File: config.mk
export PLATFORM = sky130hd
export DESIGN_NAME = conv_window_feeder
export DESIGN_NICKNAME = d
export VERILOG_FILES = /design/src/rtl/conv_window_feeder_pkg.sv /design/src/rtl/conv_line_buffer.sv /design/src/rtl/conv_window_feeder.sv
export SDC_FILE = /design/constraint.sdc
export NUM_CORES = 1
export LEC_CHECK = 0
export CORE_MARGIN = 2
export CORE_UTILIZATION = 60
export DETAILED_ROUTE_END_ITERATION = 10
export HOLD_SLACK_MARGIN = 0.12
export PLACE_DENSITY = 0.88
export REMOVE_ABC_BUFFERS = 1
export SYNTH_ARGS = -nofsm -noshare
export SYNTH_HDL_FRONTEND = slang
export SYNTH_HIERARCHICAL = 1
export SYNTH_SLANG_ARGS = --single-unit
File: constraint.sdc
create_clock -name clk -period 7.55 [get_ports clk]
set_input_delay 0.755 -clock clk [delete_from_list [all_inputs] [get_ports clk]]
set_output_delay 0.755 -clock clk [all_outputs]
set_load 0.02 [all_outputs]
File: src/rtl/conv_window_feeder_pkg.sv
// Shared definitions for the convolution window feeder: FSM encoding, float16
// element width and the flat window offset used to pack the image bus.
package conv_window_feeder_pkg;

  localparam int FP16_W = 16;

  typedef enum logic [1:0] {
    FILL  = 2'd0,
    ISSUE = 2'd1,
    WAIT  = 2'd2,
    DRAIN = 2'd3
  } state_t;

  // Bit offset of element (channel a, window index b) inside the image bus.
  function automatic int win_offset(input int a, input int b, input int k_l,
                                    input int k_w, input int dw);
    return (a * k_l * k_w + b) * dw;
  endfunction

endpackage

File: src/rtl/conv_line_buffer.sv
// Single-port delay line of one image row: each write returns the word stored
// at the same column one row earlier.
module conv_line_buffer #(
  parameter int width  = 16,
  parameter int depth  = 8,
  localparam int addr_w = (depth > 1) ? $clog2(depth) : 1
) (
  input  logic              clk,
  input  logic              en,
  input  logic [addr_w-1:0] addr,
  input  logic [width-1:0]  din,
  output logic [width-1:0]  dout
);

  logic [width-1:0] mem [depth];

  assign dout = mem[addr];

  always_ff @(posedge clk) begin
    if (en) mem[addr] <= din;
  end

endmodule

File: src/rtl/conv_window_feeder.sv
// Streams raster pixels into line buffers and a K_L x K_W window, hands each
// complete window to a convolution unit and returns its result with coordinates.
module conv_window_feeder
  import conv_window_feeder_pkg::*;
#(
  parameter int data_width    = FP16_W,
  parameter int input_channel = 1,
  parameter int image_length  = 8,
  parameter int image_width   = 8,
  parameter int weight_length = 3,
  parameter int weight_width  = 3,
  localparam int row_w = $clog2(image_length),
  localparam int col_w = $clog2(image_width)
) (
  input  logic                                   clk,
  input  logic                                   reset,
  input  logic [input_channel*data_width-1:0]    pix_data,
  input  logic                                   pix_valid,
  output logic                                   pix_ready,
  output logic                                   conv_en,
  output logic [0:input_channel*weight_length*weight_width*data_width-1] image,
  input  logic [data_width-1:0]                  cu_result,
  input  logic                                   cu_out_valid,
  output logic [data_width-1:0]                  res_data,
  output logic                                   res_valid,
  output logic [row_w-1:0]                       res_row,
  output logic [col_w-1:0]                       res_col,
  output logic                                   frame_done
);

  localparam int K_L   = weight_length;
  localparam int K_W   = weight_width;
  localparam int pix_w = input_channel * data_width;
  localparam logic [row_w-1:0] row_last = row_w'(image_length - 1);
  localparam logic [col_w-1:0] col_last = col_w'(image_width - 1);

  state_t           state;
  logic [row_w-1:0] row_cnt;
  logic [col_w-1:0] col_cnt;
  logic [row_w-1:0] win_row;
  logic [col_w-1:0] win_col;
  logic             accept;
  logic             complete;
  logic [pix_w-1:0] tap [K_L];
  logic [data_width-1:0] win [input_channel][K_L][K_W];

  assign accept   = pix_valid && pix_ready && (state == FILL);
  assign complete = (row_cnt >= row_w'(K_L - 1)) && (col_cnt >= col_w'(K_W - 1));

  // tap[j] is the current column pixel from j rows above the incoming one.
  assign tap[0] = pix_data;

  for (genvar i = 0; i < K_L - 1; i++) begin : g_lb
    conv_line_buffer #(
      .width(pix_w),
      .depth(image_width)
    ) u_lb (
      .clk (clk),
      .en  (accept),
      .addr(col_cnt),
      .din (tap[i]),
      .dout(tap[i+1])
    );
  end

  always_ff @(posedge clk) begin
    if (!reset) begin
      for (int a = 0; a < input_channel; a++)
        for (int r = 0; r < K_L; r++)
          for (int c = 0; c < K_W; c++)
            win[a][r][c] <= '0;
    end else if (accept) begin
      for (int a = 0; a < input_channel; a++) begin
        for (int r = 0; r < K_L; r++) begin
          for (int c = 0; c < K_W - 1; c++) win[a][r][c] <= win[a][r][c+1];
          win[a][r][K_W-1] <= tap[K_L-1-r][a*data_width +: data_width];
        end
      end
    end
  end

  for (genvar a = 0; a < input_channel; a++) begin : g_ch
    for (genvar r = 0; r < K_L; r++) begin : g_row
      for (genvar c = 0; c < K_W; c++) begin : g_col
        localparam int off = win_offset(a, r * K_W + c, K_L, K_W, data_width);
        assign image[off +: data_width] = win[a][r][c];
      end
    end
  end

  always_ff @(posedge clk) begin
    if (!reset) begin
      state      <= FILL;
      row_cnt    <= '0;
      col_cnt    <= '0;
      win_row    <= '0;
      win_col    <= '0;
      pix_ready  <= 1'b0;
      conv_en    <= 1'b0;
      res_valid  <= 1'b0;
      frame_done <= 1'b0;
      res_data   <= '0;
      res_row    <= '0;
      res_col    <= '0;
    end else begin
      res_valid  <= 1'b0;
      frame_done <= 1'b0;
      case (state)
        FILL: begin
          pix_ready <= 1'b1;
          if (accept) begin
            if (col_cnt == col_last) begin
              col_cnt <= '0;
              row_cnt <= (row_cnt == row_last) ? '0 : row_cnt + row_w'(1);
            end else begin
              col_cnt <= col_cnt + col_w'(1);
            end
            if (complete) begin
              win_row   <= row_cnt;
              win_col   <= col_cnt;
              pix_ready <= 1'b0;
              conv_en   <= 1'b1;
              state     <= ISSUE;
            end
          end
        end
        ISSUE: state <= WAIT;
        WAIT: begin
          if (cu_out_valid) begin
            res_data   <= cu_result;
            res_valid  <= 1'b1;
            res_row    <= win_row - row_w'(K_L - 1);
            res_col    <= win_col - col_w'(K_W - 1);
            frame_done <= (win_row == row_last) && (win_col == col_last);
            conv_en    <= 1'b0;
            state      <= DRAIN;
          end
        end
        // One idle cycle lets the unit drop its valid before new pixels arrive.
        DRAIN: begin
          pix_ready <= 1'b1;
          state     <= FILL;
        end
        default: state <= FILL;
      endcase
    end
  end

endmodule

==> qor.yml <==
logic_synthesis:
  syn_area_um2: 17000
  synth-seq-cells: 440
  synth_cell_types: 47
  synth_top_family_by_area: "multiplexers"
  synthArstFlopShare_pct: 0
  syn-instance-count: 957
  ys.flop_type: "edfxtp_1"
  synth.top_cell.area_share_pct: 70.5
  yosys.area_share.adder_pct: 0.661
  ys_top_cells_by_area: "edfxtp_1, and3_1, dfxtp_1"
  yosys.area_share.simple_pct: 8.83
  muxShareOfSynthArea_pct: 10.4
  synth-xor-area-share_pct: 0.103
  synth_edf_count: 400
  synthTopCellsByCount: "edfxtp_1, and3_1, nand2_1"
  synth_compound_area_share_pct: 2.81
  yosys.area.top_type: "edfxtp_1"
  yosysMostFrequentCell: "edfxtp_1"
  syn_avg_cell_area_um2: 17.8
  yosysWarnings: 6
  synth_seq_area_share_pct: 75.2
worst_setup_path:
  crit_path_end_kind: "register"
  timing.rr.end: "g_lb[1].u_lb/mem[4][11]"
  cp.arrival_ns: 3.52
  cpMaxStageDelayCell: "buf_4"
  ff2ff_setup_slack_ns: 4.30
  crit_path_max_incr_delay_ns: 0.75
  path_class: "in2reg"
  start_kind: "primary input"
  crit_buf_inv: 4
  path_cells: "clkdlybuf4s50_1 -> nand3_4 -> inv_4 -> buf_4 -> nand2_1 -> nor3_2 -> buf_4"
  reg2reg_from: "state[0]"
  cp_top_family: "buffers and inverters"
  reg2regPathDepth: 8
  cp_max_fo: 104
  cp.required_ns: 7.76
  crit_top_cell: "buf_4"
drt:
  drt_first_pass_iters: 5
  drt-total-wl_um: 35700
  routedWlPerCell_um: 22.6
  drtIter0Drc: 1083
  via_per_inst: 6.01
  drc: 0
  via_count: 9473
  drt.antenna.violating_nets: 0
clock_tree:
  clock-sinks: 440
  htree_levels: 2
  ctsHoldBuffers: 0
  cts_max_path_buffers: 3
  post-cts-setup-buffer-count: 0
  postCtsResizedCells: 0
  cts_buffers: 41
  clock_latency_ns: 0.55
  tritoncts: "built"
  root_buffer: "clkbuf_16"
  clkSlewWorstSetupHoldPaths_ns: 0.06
power:
  total_power_uw: 5280
  total_leakage_power_uw: 0.00751
  cellPowerDensity_nw_per_um2: 253
  sw_frac_of_total_pct: 21.2
  power_switching_uw: 1120
  seq_power_share_pct: 52.5
  p_int_uw: 4160
  pwr-share-comb_pct: 7.0
  max-vdd-ir-drop_v: 0.000204
  clkPwrFrac_pct: 40.4
global_routing:
  antenna_found_initial: 0
  grt_max_degree: 121
  grt_use_total_pct: 23.9
  grt_pass1_vias: 9525
  overflow: 0
  grt_pass1_wl_um: 55100
die:
  die_h_um: 173
  dieWidth_um: 173
  core.rowCount: 61
  die_area_um2: 29800
  start_util_pct: 61.2
  io-pin-count: 206
  core_um2: 27900
sta:
  drv_slew: 0
  min_period_ns: 3.31
  setup_ws_ns: 4.24
  skew_ns: 0.0247
  finalSetupTns_ns: 0
  hold_viol: 0
  period_share_pct: 43.8
  tightest_slew_ns: 1.02
  setup_viol: 0
  relSlewSlack_pct: 31.1
  fmax_mhz: 302
  rsz0062_at_grt: "no"
finish:
  fin_nets: 1209
  utilization_pct: 74.9
  n_antenna_cell: 0
  seqCellArea_um2: 12800
  syn2layout_area_growth_pct: 22.4
  fillers: 1536
  final_cells: 1575
  multi_input_comb_area_um2: 3910
  drive_above_1_share_pct: 13.8
min_path:
  hold_path.startpoint: "res_data[5]"
  holdCritPathClass: "reg2reg"
  hold_depth: 2
  hold_end: "res_data[5]"
placed_design:
  gp_routability_congestion: 0.781
  dp_slack_ns: 3.83
  hpwl_um: 20100
  io_buffers: 205
  post-place-cells: 1499
status:
  status: "complete, no violations"
flow_run:
  maxCapViolCount: 0
power by group through the flow:
stage          Clock (µW)  Combinational, µW  Sequential (µW)
2_1_floorplan           0                116             2890
3_3_place_gp            0                355             2820
3_5_place_dp            0                365             2830
4_1_cts              2170                373             2780
5_1_grt              2260                391             2780
6_report             2140                371             2770
kinds of logic (layout without fill, tap and decap cells):
group                      count (synthesis)  in the layout
AOI/OAI and AO/OA                         63             63
xor gates and xnor gates                   2              2
adders and majority gates                  9              9
buffers and inverters                     72            312
DFF                                      440            440
muxes                                    100            100
and+or+nand+nor                          271            271
final cells by class:
cell class	count	area share, %
clock buffers	52	5.42
clock inverters	24	1.30
inverters	9	0.174
multi-input cells	445	18.8
flip-flops and latches	440	61.5
well taps	378	2.27
repair buffers	227	10.6
how the worst max path moves through the flow:
| stage | startpoint | to | cells past startpoint | slack (ns) |
|---|---|---|---|---|
| floorplan | pix_valid | win[0][0] | 2 | 3.08 |
| finish | pix_valid | g_lb[1].u_lb/mem[4][11] | 7 | 4.24 |
| detailed placement | pix_valid | g_lb[1].u_lb/mem[4][11] | 7 | 3.83 |
| global route | state[0] | g_lb[1].u_lb/mem[4][1] | 8 | 4.06 |
| CTS | pix_valid | g_lb[1].u_lb/mem[4][1] | 7 | 4.29 |
| global placement | pix_valid | g_lb[1].u_lb/mem[4][4] | 7 | 3.96 |
sequential cells by signal, summed over array words and instances (netlist names):
name	count
res_valid	1
row_cnt	3
win_col	3
pix_ready	1
conv_en	1
win_row	3
win	144
res_col	3
col_cnt	3
g_lb.u_lb/mem	256
res_data	16
state	2
frame_done	1
res_row	3
routing by layer:
metal | share of wire [%] | track usage (%) | vias up
met5 | 0 | 0 | -
met1 | 38 | 32.2 | 4734
met2 | 51 | 40.1 | 470
met3 | 7.9 | 4.05 | 83
li1 | - | - | 4186
met4 | 2.8 | 8.12 | 0
tightest hold or removal path, stage by stage, from the launching register on:
cell and delay, ns:
dfxtp_1 0.31, nand2_1 0.04, a21boi_0 0.06
per-stage QoR:
stage / hold slack, ns / cell area, µm²
2_1_floorplan: 0.444 / 16700
3_3_place_gp: 0.453 / 19500
3_5_place_dp: 0.460 / 19500
4_1_cts: 0.469 / 20900
5_1_grt: 0.498 / 20900
6_report: 0.466 / 20900
cells in the final DEF (no fill, tap or decap), drive strengths merged, types with 7 or more instances in the layout:
cell type	count
inv	10
mux2	46
dfxtp	40
buf	23
clkinv	16
edfxtp	400
clkdlybuf4s50	204
nor2b	7
nor2	18
mux4	48
clkbuf	52
nand2	70
nand3	8
a21boi	25
ha	9
o211ai	7
and3	145
No activity file was read; power rests on OpenSTA's default activity.
